$ cat src/rtl/frost32_irq_ctrl_pkg.sv
// Shared types and defaults for the Frost32 interrupt controller.
// Latency: n/a (types only).
// Backpressure: n/a.
package PkgFrost32IrqCtrl;

   localparam int DEF_NUM_SOURCES    = 8;
   localparam int DEF_HOLDOFF_CYCLES = 2;
   localparam int DEF_TIMEOUT_CYCLES = 64;
   localparam int MAX_ID_WIDTH       = 5;
   localparam int CNT_WIDTH          = 16;

   typedef enum logic [1:0] {
      IDLE,
      REQ,
      HOLDOFF
   } StateIrqCtrl;

   // Registered request towards the CPU; sized for the widest legal source count.
   typedef struct packed {
      logic                    interrupt;
      logic                    timeout_pulse;
      logic [MAX_ID_WIDTH-1:0] irq_id;
   } PortOut_Frost32IrqCtrl;

endpackage

$ cat src/rtl/frost32_irq_prio_enc.sv
// Lowest-index-wins priority encoder over the eligible interrupt sources.
// Latency: combinational.
// Backpressure: none.
module frost32_irq_prio_enc #(
   parameter int NUM_SOURCES = 8,
   parameter int ID_WIDTH    = $clog2(NUM_SOURCES)
) (
   input  logic [NUM_SOURCES-1:0] req,
   output logic                   valid,
   output logic [ID_WIDTH-1:0]    id
);

   always_comb begin
      valid = |req;
      id    = '0;
      // Scan downwards so the lowest set index is the last one written.
      for (int i = NUM_SOURCES - 1; i >= 0; i--) begin
         if (req[i]) id = ID_WIDTH'(i);
      end
   end

endmodule

$ cat src/rtl/frost32_irq_ctrl.sv
// Edge-latching, maskable interrupt controller feeding Frost32Cpu; optional timeout via FROST32_IRQ_CTRL_TIMEOUT_EN.
// Latency: source edge at t gives pending at t+1 and interrupt at t+2.
// Backpressure: wait_for_mem blocks new requests only; a live request is held until irq_ack.
module frost32_irq_ctrl
   import PkgFrost32IrqCtrl::*;
#(
   parameter int                     NUM_SOURCES    = DEF_NUM_SOURCES,
   parameter int                     ID_WIDTH       = $clog2(NUM_SOURCES),
   parameter int                     HOLDOFF_CYCLES = DEF_HOLDOFF_CYCLES,
   parameter logic [NUM_SOURCES-1:0] MASK_RESET     = '1,
   parameter int                     TIMEOUT_CYCLES = DEF_TIMEOUT_CYCLES
) (
   input  logic                   clk,
   input  logic                   rst,
   input  logic [NUM_SOURCES-1:0] src_irq,
   input  logic                   wait_for_mem,
   input  logic                   irq_ack,
   input  logic                   mask_we,
   input  logic [NUM_SOURCES-1:0] mask_wdata,
`ifdef FROST32_IRQ_CTRL_TIMEOUT_EN
   output logic                   timeout_pulse,
`endif
   output logic                   interrupt,
   output logic [ID_WIDTH-1:0]    irq_id,
   output logic [NUM_SOURCES-1:0] pending,
   output logic [NUM_SOURCES-1:0] mask
);

   StateIrqCtrl            state_q, state_n;
   logic [CNT_WIDTH-1:0]   hold_q, hold_n;
   PortOut_Frost32IrqCtrl  out_q, out_n;
   logic [NUM_SOURCES-1:0] src_q, src_edge, clr, cand;
   logic                   cand_vld, ack_ok, req_done;
   logic [ID_WIDTH-1:0]    cand_id;
`ifdef FROST32_IRQ_CTRL_TIMEOUT_EN
   logic [CNT_WIDTH-1:0]   tmo_q, tmo_n;
`else
   logic                   unused_tmo;
   localparam int          unused_timeout_cycles = TIMEOUT_CYCLES;
   assign unused_tmo = out_q.timeout_pulse;
`endif

   assign src_edge = src_irq & ~src_q;
   assign cand     = pending & mask;
   assign clr      = ack_ok ? (NUM_SOURCES'(1) << out_q.irq_id) : '0;

   frost32_irq_prio_enc #(
      .NUM_SOURCES(NUM_SOURCES),
      .ID_WIDTH   (ID_WIDTH)
   ) u_prio_enc (
      .req  (cand),
      .valid(cand_vld),
      .id   (cand_id)
   );

   always_comb begin
      state_n             = state_q;
      hold_n              = hold_q;
      out_n               = out_q;
      out_n.timeout_pulse = 1'b0;
      ack_ok              = 1'b0;
      req_done            = 1'b0;
`ifdef FROST32_IRQ_CTRL_TIMEOUT_EN
      tmo_n               = '0;
`endif
      case (state_q)
         IDLE: begin
            if (cand_vld && !wait_for_mem) begin
               state_n         = REQ;
               out_n.interrupt = 1'b1;
               out_n.irq_id    = MAX_ID_WIDTH'(cand_id);
            end
         end
         REQ: begin
            req_done = irq_ack;
            ack_ok   = irq_ack;
`ifdef FROST32_IRQ_CTRL_TIMEOUT_EN
            // An ack in the expiry cycle wins, so the source is still cleared.
            if (!irq_ack) begin
               if (tmo_q == CNT_WIDTH'(TIMEOUT_CYCLES - 1)) begin
                  req_done            = 1'b1;
                  out_n.timeout_pulse = 1'b1;
               end else begin
                  tmo_n = tmo_q + 1'b1;
               end
            end
`endif
            if (req_done) begin
               out_n.interrupt = 1'b0;
               if (HOLDOFF_CYCLES == 0) begin
                  state_n = IDLE;
               end else begin
                  state_n = HOLDOFF;
                  hold_n  = CNT_WIDTH'(HOLDOFF_CYCLES);
               end
            end
         end
         HOLDOFF: begin
            hold_n = hold_q - 1'b1;
            if (hold_q <= CNT_WIDTH'(1)) state_n = IDLE;
         end
         default: state_n = IDLE;
      endcase
   end

   always_ff @(posedge clk) begin
      if (rst) begin
         state_q <= IDLE;
         hold_q  <= '0;
         out_q   <= '0;
`ifdef FROST32_IRQ_CTRL_TIMEOUT_EN
         tmo_q   <= '0;
`endif
      end else begin
         state_q <= state_n;
         hold_q  <= hold_n;
         out_q   <= out_n;
`ifdef FROST32_IRQ_CTRL_TIMEOUT_EN
         tmo_q   <= tmo_n;
`endif
      end
   end

   // src_q tracks the inputs even in reset so levels already high never look like edges.
   always_ff @(posedge clk) begin
      src_q <= src_irq;
      if (rst) begin
         pending <= '0;
         mask    <= MASK_RESET;
      end else begin
         pending <= (pending & ~clr) | src_edge;
         if (mask_we) mask <= mask_wdata;
      end
   end

   assign interrupt = out_q.interrupt;
   assign irq_id    = out_q.irq_id[ID_WIDTH-1:0];
`ifdef FROST32_IRQ_CTRL_TIMEOUT_EN
   assign timeout_pulse = out_q.timeout_pulse;
`endif

endmodule

$ cat config.mk
export PLATFORM = sky130hd
export DESIGN_NAME = frost32_irq_ctrl
export DESIGN_NICKNAME = d
export VERILOG_FILES = /design/src/rtl/frost32_irq_ctrl_pkg.sv /design/src/rtl/frost32_irq_prio_enc.sv /design/src/rtl/frost32_irq_ctrl.sv
export SDC_FILE = /design/constraint.sdc
export NUM_CORES = 1
export LEC_CHECK = 0
export CORE_UTILIZATION = 40
export CTS_BUF_LIST = sky130_fd_sc_hd__clkbuf_8 sky130_fd_sc_hd__clkbuf_16
export DETAILED_ROUTE_END_ITERATION = 6
export PLACE_DENSITY = 0.65
export SKIP_CTS_REPAIR_TIMING = 1
export SLEW_MARGIN = 10
export SYNTH_ARGS = -nofsm -noshare
export SYNTH_HDL_FRONTEND = slang
export SYNTH_SLANG_ARGS = --single-unit
$ cat constraint.sdc
create_clock -name clk -period 2.95 [get_ports clk]
set_input_delay 0.59 -clock clk [delete_from_list [all_inputs] [get_ports clk]]
set_output_delay 0.59 -clock clk [all_outputs]
set_load 0.005 [all_outputs]
After elaboration in Yosys (flattened, before gate mapping):

Cells that the tools add are included.

* bits in registers: 46
* input bits: 21
* word-level logic and storage cells: 50
* output and inout port bits: 20

* bitwise gates (word level): 6
* mux-type cells: 19
* eq/ne operators: 5
* shifts and indexed selects: 1
* $add $sub $neg: 1
* reduce and logical (&&, ||, !) cells: 10
* order comparisons: 1

Operators by type and width (number)
* 16-bit case mux with 2 select lines: 1
* 8-bit AND: 3
* 3-bit two-way mux: 8
* 16-bit by 1-bit less-or-equal comparator with 1-bit output, second input constant: 1
* 16-bit two-way mux: 1
* 8-bit NOT: 2
* 16-bit by 1-bit subtractor with 16-bit output, second input constant: 1
* 8-bit two-way mux: 1
* 8-bit bitwise OR: 1
* 8-bit OR reduction: 1
* 1-bit by 3-bit left shift with 8-bit output, first input constant: 1
* 2-bit two-way mux: 3
* 2-bit != test, second input constant: 3
* 2-bit case mux with 3 select lines: 1
* 3-bit AND reduction: 2
* 2-bit AND reduction: 2
* 2-bit nonzero test: 2
* 1-bit two-way mux: 3
* 2-bit by 1-bit == test with 1-bit output, second input constant: 1
* 2-bit == test, second input constant: 1
* 2-bit zero test: 1
* 1-bit case mux with 2 select lines: 1
* 1-bit logical AND: 1
* 1-bit zero test: 1

Depth between registers and ports, before layout:

Gate-level depths: netlist (run 1).

* word-level depth: 9
* depth in mapped cells: 6
* gate-level depth less buffers: 5

Cells and area by module:

Synthesis (run 1) repeated with hierarchy kept, for this count alone.

* cells, all modules: 215
* area total of the unflattened synthesis: 2005.7 um^2

Modules (own cells, without submodules)
* frost32_irq_ctrl: cells each 202, seq. area each 920.9 um^2, area an instance 1924.3 um^2, instances 1
* frost32_irq_prio_enc: cells each 13, seq. area each 0.0 um^2, area an instance 81.3 um^2, instances 1

Least setup slack after synthesis (run 1):

OpenSTA, ideal clock, no wires.

* kind: input-to-reg
* start point: in wait_for_mem
* end point: reg out_q (netlist bit irq_id[0])
* setup slack: 1.391 ns
* stages on the path: 3
* data required time: 2.833 ns
* arrival: 1.441 ns
* library setup time: 0.117 ns
* path buffers: 0
* path through: nor3_1 > o21ai_0 > a32o_1

* word-level cells in the longest chain between the ends: 3

RTL lines
* from (decl): RTL line frost32_irq_ctrl.sv:16 `input logic wait_for_mem,`
* 1-bit zero test: RTL line frost32_irq_ctrl.sv:68 `if (cand_vld && !wait_for_mem) begin`
* 1-bit logical AND: RTL line frost32_irq_ctrl.sv:68
* 2-bit AND reduction (no source line)
* to (signal assigned): RTL line frost32_irq_ctrl.sv:117 `out_q <= out_n;`
* to (decl): RTL line frost32_irq_ctrl.sv:31 `PortOut_Frost32IrqCtrl out_q, out_n;`

No other way between the ends.
A chain may end at the register's enable or synchronous reset.

Final worst setup path (run 1):

* start point: reg out_q (netlist bit irq_id[2])
* end point: out irq_id[2]

RTL lines
* to (decl): RTL line frost32_irq_ctrl.sv:24 `output logic [ID_WIDTH-1:0] irq_id,`

No word-level cell between the ends.

==> summary.txt, run 1 <==
GLOBAL ROUTE
-----------------------------------------------------------------------------------------
Wire length of the first global-routing pass                                      6.75 mm
Total congestion overflow                                                               0
Antenna violations before repair                                                        0
Total Routing Usage GR                                                              0.170
Largest net degree at the start of global routing                                      31
Via count of the first global-routing pass                                          1,425

YOSYS
-----------------------------------------------------------------------------------------
Most common cell in the netlist                                              sky130_fd_sc_hd__dfxtp_1
Cell types occupying the most area after synthesis                           sky130_fd_sc_hd__dfxtp_1, sky130_fd_sc_hd__nand2_1, sky130_fd_sc_hd__a21oi_1
Instance count of the mapped netlist                                                  211
Commonest cells in the synthesized netlist                                   sky130_fd_sc_hd__dfxtp_1, sky130_fd_sc_hd__nand2_1, sky130_fd_sc_hd__a21oi_1, sky130_fd_sc_hd__nor2_1, sky130_fd_sc_hd__nand2b_1
Netlist Area Pre-Place                                                           1950 µm²
Per-instance average area after synthesis                                        9.26 µm²
Proportion of register bits with asynchronous set or reset after synthesis              0
Total nets after synthesis                                                            234
Ys flop type                                                                 sky130_fd_sc_hd__dfxtp_1
EDFF count, synth                                                                       0
Synth top area share                                                                0.471
Register area share after synthesis                                                 0.471
Cell type with the largest total area after synthesis                        sky130_fd_sc_hd__dfxtp_1
Number of distinct library cells after synthesis                                       41
Synth warn                                                                              0
Post-synthesis sequential element count                                                46

ROUTE
-----------------------------------------------------------------------------------------
Highest routed layer                                                                 met4
Post-detailed-route DRC marker count                                                    2
Total number of vias                                                                1,652
Remaining number of nets flagged by the antenna check after routing                     0
Total met2 wirelength after detailed routing                                      1.81 mm
Wire length on met1                                                               2.15 mm
DR iter-0 viols                                                                        87
Detail-routed net length per standard cell                                        13.0 µm
First-pass DRT Iterations                                                               6
Total wire length                                                                 4.18 mm
Via-to-Cell Ratio                                                                    5.13
Met3 wire length                                                                   142 µm

SETUP PATH
-----------------------------------------------------------------------------------------
WP data required                                                                  2.36 ns
Reg2reg path depth                                                                      4
Family with the most delay on the worst path                                 buffers and inverters
Data arrival time of the worst path                                               1.34 ns
Worst-path fanout max                                                                   7
Worst setup path category                                                         reg2out
Critical-path cell list                                                      clkdlybuf4s50_1
Worst R2R Start                                                              state_q[1]$_SDFFE_PP0P_
Endpoint of the lowest-slack register-to-register path                       hold_q[10]$_SDFFE_PP0P_
Flop2flop setup slack                                                             1.30 ns
Slowest stage cell on the critical path                                      sky130_fd_sc_hd__clkdlybuf4s50_1
Highest cell delay on the worst timing path                                       0.56 ns
Critical path launch point type                                                      flop
Count of buffer and inverter cells on the critical path                                 1
Type of destination of the critical path                                       output pin

FLOORPLANNING
-----------------------------------------------------------------------------------------
Die extent in x                                                                   71.9 µm
Die Area                                                                         5170 µm²
Starting utilization of the core area                                               0.414
Number of placement rows                                                               25
Top-Level Pins                                                                         41
Placeable core region                                                            4720 µm²
Die boundary height                                                               71.9 µm

STATUS
-----------------------------------------------------------------------------------------
Violated checks                                                              design-rule violations
Outcome                                                                      complete, but fails checks

LAYOUT
-----------------------------------------------------------------------------------------
Multi-input gate area                                                             993 µm²
Fin nets                                                                              277
Antenna fix cells                                                                       0
Layout Area Growth over Synthesis                                                   30.0%
Final-layout fill cell count                                                          458
Flip-flop and latch area                                                          921 µm²
Layout cells sized above 1                                                         0.0902

STA
-----------------------------------------------------------------------------------------
Number of setup violations in the final report                                          0
Final period utilization                                                            0.653
Smallest setup slack after layout                                                 1.02 ns
Setup TNS after final layout                                                         0 ns
Top achievable clock speed                                                      0.519 GHz
Headroom to the max-slew limit                                                      0.666
Tightest Pin Transition                                                          0.500 ns
Final Hold Viols                                                                        0
Final worst clock skew                                                         0.00643 ns
Final Slew Violations                                                                   0
RSZ-0062 raised after global routing                                                false
Post-route minimum period                                                         1.93 ns

PLACED DESIGN
-----------------------------------------------------------------------------------------
Port buffer count                                                                      40
Post-DP HPWL                                                                      2.96 mm
Routability congestion estimate from global placement                               0.748
Placement Setup Slack                                                            0.897 ns

MIN PATH
-----------------------------------------------------------------------------------------
Worst Hold Depth                                                                        2
Origin of the worst min-delay path                                           interrupt$_SDFFE_PP0P_
Classification of the worst-slack hold path                                       reg2reg
Hold EP                                                                      interrupt$_SDFFE_PP0P_

POWER
-----------------------------------------------------------------------------------------
Pleak                                                                            0.941 nW
Peak VDD IR                                                                    0.000296 V
Total power divided by cell area                                               559 nW/µm²

CTS
-----------------------------------------------------------------------------------------
Clock sinks                                                                            46
Clock H-tree levels                                                                     2
Cell chosen for the clock root                                               sky130_fd_sc_hd__clkbuf_8
Clock tree from TritonCTS                                                             yes
Maximum buffer depth of the clock tree                                                  2
Clock-pin slew on the worst setup and hold paths                                  0.09 ns
CTS buffer count                                                                        5
Worst skew pair latency                                                           0.30 ns

JOB
-----------------------------------------------------------------------------------------
Max-cap violation count                                                                 0

## sequential cells by signal, indices dropped and copies added (netlist names)
name / flops
interrupt: 1
mask: 8
irq_id: 3
hold_q: 16
src_q: 8
state_q: 2
pending: 8
## report_power, final
| group | total [mW] | internal (mW) | switching (mW) |
|---|---|---|---|
| registers | 0.712 | 0.662 | 0.0497 |
| logic | 0.244 | 0.133 | 0.111 |
| clock network | 0.462 | 0.249 | 0.213 |
## placed cells by master (no fill, tap or decap), types with 2 or more instances in the layout
master	n
sky130_fd_sc_hd__a211oi_1	3
sky130_fd_sc_hd__a21oi_1	22
sky130_fd_sc_hd__a22oi_1	4
sky130_fd_sc_hd__buf_4	2
sky130_fd_sc_hd__clkbuf_8	5
sky130_fd_sc_hd__clkdlybuf4s50_1	40
sky130_fd_sc_hd__dfxtp_1	46
sky130_fd_sc_hd__ha_1	2
sky130_fd_sc_hd__inv_1	4
sky130_fd_sc_hd__mux2_2	6
sky130_fd_sc_hd__mux2i_1	8
sky130_fd_sc_hd__nand2_1	33
sky130_fd_sc_hd__nand2b_1	12
sky130_fd_sc_hd__nand3_1	4
sky130_fd_sc_hd__nand4_1	5
sky130_fd_sc_hd__nor2_1	13
sky130_fd_sc_hd__nor3_1	4
sky130_fd_sc_hd__o211ai_1	2
sky130_fd_sc_hd__o21ai_0	8
sky130_fd_sc_hd__o311ai_0	4
sky130_fd_sc_hd__o31ai_1	3
sky130_fd_sc_hd__or4_1	3
## how the worst max path moves through the flow
| stage | from | cells past startpoint | slack (ns) | to |
|---|---|---|---|---|
| floorplan | wait_for_mem | 3 | 1.39 | irq_id[0]$_SDFFE_PP0P_ |
| CTS | irq_id[1]$_SDFFE_PP0P_ | 1 | 1.03 | irq_id[1] |
| finish | irq_id[2]$_SDFFE_PP0P_ | 1 | 1.02 | irq_id[2] |
| global route | irq_id[2]$_SDFFE_PP0P_ | 1 | 0.97 | irq_id[2] |
| detailed placement | irq_ack | 5 | 0.90 | hold_q[8]$_SDFFE_PP0P_ |
| global placement | irq_ack | 5 | 0.91 | hold_q[7]$_SDFFE_PP0P_ |
## kinds of logic (layout without fill, tap and decap cells)
family | count (synthesis) | after routing | share of synthesized area
muxes | 14 | 14 | 0.0756
xor gates and xnor gates | 1 | 1 | 0.00449
DFF | 46 | 46 | 0.471
and+or+nand+nor | 85 | 85 | 0.242
adders and majority gates | 2 | 2 | 0.0128
buffers and inverters | 10 | 54 | 0.0199
AOI/OAI and AO/OA | 53 | 53 | 0.174
## metrics by stage
step / hold slack, ns / std cells / utilization / power (mW) / cell area [µm²]
global route: 0.494 / 322 / 0.537 / 1.49 / 2540
floorplan: 0.444 / 211 / - / 0.861 / 1950
finish: 0.467 / 322 / 0.537 / 1.42 / 2540
detailed placement: 0.462 / 314 / 0.514 / 0.972 / 2430
global placement: 0.456 / 314 / 0.514 / 0.967 / 2430
CTS: 0.473 / 322 / 0.537 / 1.43 / 2540
## cell type report
| class | count | share of cell area |
|---|---|---|
| clock buffers | 5 | 0.0271 |
| clock inverters | 3 | 0.0163 |
| inverters | 4 | 0.00591 |
| multi-input cells | 155 | 0.391 |
| flip-flops and latches | 46 | 0.363 |
| well taps | 67 | 0.0330 |
| repair buffers | 42 | 0.164 |
## worst register-to-register path, cell delays in order, from the launching register on
cell	delay, ns
sky130_fd_sc_hd__dfxtp_1	0.47
sky130_fd_sc_hd__nor2b_2	0.35
sky130_fd_sc_hd__nand3_2	0.18
sky130_fd_sc_hd__or4_1	0.43
sky130_fd_sc_hd__a21oi_1	0.15
## metal layers
metal | vias up | GRT usage
met5 | - | 0
met4 | 0 | 0.0719
met2 | 36 | 0.244
li1 | 851 | -
met1 | 758 | 0.245
met3 | 7 | 0.0380
(Power assumes the default switching activity.)
==> run 2, diff against run 1 <==
PLACE_DENSITY = 0.68   (was 0.65)
clock period = 1.6 ns   (was 2.95 ns; I/O delays follow)
==> summary.txt, run 2 (synthesized netlist as in run 1, its figures left out) <==
STATUS
----------------------------------------------------------------------------------
Outcome                                                               complete, but fails checks
Violated checks                                                       design-rule violations

MIN PATH
----------------------------------------------------------------------------------
Classification of the worst-slack hold path                                reg2reg
Origin of the worst min-delay path                                    interrupt$_SDFFE_PP0P_

CTS
----------------------------------------------------------------------------------
Clock sinks                                                                     46   unchanged
Maximum buffer depth of the clock tree                                           2   unchanged
Clock tree from TritonCTS                                                      yes
Worst skew pair latency                                                    0.30 ns   about the same
CTS buffer count                                                                 5   unchanged
Cell chosen for the clock root                                        sky130_fd_sc_hd__clkbuf_8
Clock H-tree levels                                                              2   unchanged
Clock-pin slew on the worst setup and hold paths                           0.09 ns   about the same

GLOBAL ROUTE
----------------------------------------------------------------------------------
Total congestion overflow                                                        0   unchanged
Antenna violations before repair                                                 0   unchanged
Via count of the first global-routing pass                                   1,521   +6.7%
Largest net degree at the start of global routing                               23   -26%
Total Routing Usage GR                                                       0.181   +0.0111
Wire length of the first global-routing pass                               7.22 mm   +7.1%

STA
----------------------------------------------------------------------------------
Number of setup violations in the final report                                   0   unchanged
Post-route minimum period                                                  1.58 ns
Final Hold Viols                                                                 0   unchanged
Final worst clock skew                                                  0.00556 ns   -0.000873 ns
Hold WS                                                                   0.460 ns   -0.00631 ns
Top achievable clock speed                                               0.635 GHz
Tightest Pin Transition                                                   0.397 ns   -0.103 ns
Final period utilization                                                     0.985
Final Slew Violations                                                            0   unchanged
Headroom to the max-slew limit                                               0.734   +0.0687
RSZ-0062 raised after global routing                                          true

SETUP PATH
----------------------------------------------------------------------------------
Critical-path cell list                                               clkdlybuf4s50_1
Critical path launch point type                                               flop
Highest cell delay on the worst timing path                                0.54 ns   -0.02 ns
Origin of the worst setup path                                        pending[6]$_SDFF_PP0_
Family with the most delay on the worst path                          buffers and inverters
Data arrival time of the worst path                                        1.26 ns   -0.08 ns
WP data required                                                           1.28 ns   -1.08 ns
Slowest stage cell on the critical path                               sky130_fd_sc_hd__clkdlybuf4s50_1
Count of buffer and inverter cells on the critical path                          1   unchanged
Worst R2R Start                                                       hold_q[0]$_SDFFE_PP0P_
Worst-path fanout max                                                            4   -3
Type of destination of the critical path                                output pin
Worst setup path category                                                  reg2out

LAYOUT
----------------------------------------------------------------------------------
Final-layout fill cell count                                                   435   -5.0%
Most common cell after layout, fill and taps aside                    sky130_fd_sc_hd__clkdlybuf4s50_1
Layout Area Growth over Synthesis                                            38.0%
Layout cells sized above 1                                                   0.198   +0.108
Highest-count cells in the layout ignoring fill and taps              sky130_fd_sc_hd__clkdlybuf4s50_1, sky130_fd_sc_hd__dfxtp_1, sky130_fd_sc_hd__nand2_1
Fin nets                                                                       295   +6.5%
Register name with the most flops                                           hold_q
Max reg flops                                                                   16   unchanged
Antenna fix cells                                                                0   unchanged

POWER
----------------------------------------------------------------------------------
Pleak                                                                      1.03 nW   +9.4%
Peak VDD IR                                                             0.000588 V   +99%
Post-layout power                                                          2.55 mW   +80%
Total power divided by cell area                                        948 nW/µm²   +70%

PLACED DESIGN
----------------------------------------------------------------------------------
Post-DP HPWL                                                               3.22 mm   +8.9%
Routability congestion estimate from global placement                        0.793   +6.0%
Port buffer count                                                               40   unchanged

FLOORPLANNING
----------------------------------------------------------------------------------
Placeable core region                                                     4720 µm²   unchanged
Die Area                                                                  5170 µm²   unchanged
Top-Level Pins                                                                  41   unchanged
Number of placement rows                                                        25   unchanged
Die boundary height                                                        71.9 µm   unchanged
Die extent in x                                                            71.9 µm   unchanged
Starting utilization of the core area                                        0.414   unchanged

ROUTE
----------------------------------------------------------------------------------
First-pass DRT Iterations                                                        6   unchanged
Via-to-Cell Ratio                                                             5.21   +1.5%
Total number of vias                                                         1,770   +7.1%
Total wire length                                                          4.43 mm   +6.1%
Post-detailed-route DRC marker count                                             2   unchanged
Remaining number of nets flagged by the antenna check after routing              0   unchanged
Detail-routed net length per standard cell                                 13.0 µm   +0.46%
DR iter-0 viols                                                                 81   -6.9%

JOB
----------------------------------------------------------------------------------
Max-cap violation count                                                          0   unchanged

run 2: metal layers:
layer  global-route usage  wire (µm)
met1                0.253       2190
met2                0.268       2000
met3               0.0450        209
met4               0.0719         38
met5                    0          0
run 2: final timing paths:
check	endpoint	slack [ns]	depth (start not counted)
min reg2reg	interrupt$_SDFFE_PP0P_	0.46	2
max reg2reg	hold_q[12]$_SDFFE_PP0P_	0.04	5
max	pending[6]	0.02	1
min	interrupt$_SDFFE_PP0P_	0.46	2
run 2: where the power goes:
group	leakage [nW]	switching, mW	total, mW	internal, mW
Combinational	0.605	0.234	0.538	0.303
Sequential	0.381	0.0789	1.30	1.22
Clock	0.0441	0.407	0.714	0.307
run 2: final cells by class:
| type | count | area (µm²) | share of cell area |
|---|---|---|---|
| Clock buffer | 5 | 68.8 | 0.0255 |
| Clock inverter | 3 | 21.3 | 0.00789 |
| Inverter | 4 | 15.0 | 0.00557 |
| Multi-Input combinational cell | 155 | 1010 | 0.375 |
| Sequential cell | 46 | 933 | 0.346 |
| Tap cell | 67 | 83.8 | 0.0311 |
| Timing Repair Buffer | 60 | 563 | 0.209 |
run 2: per-stage QoR:
stage / instance area (µm²) / TNS [ns] / setup WS (ns) / util / cells
global placement: 2580 / 0 / 0.0243 / 0.545 / 332
finish: 2700 / 0 / 0.0246 / 0.571 / 340
floorplan: 1950 / 0 / 0.110 / - / 211
CTS: 2670 / 0 / 0.0189 / 0.565 / 340
global route: 2700 / -0.0522 / -0.0436 / 0.571 / 340
detailed placement: 2580 / -0.0523 / -0.0346 / 0.545 / 332
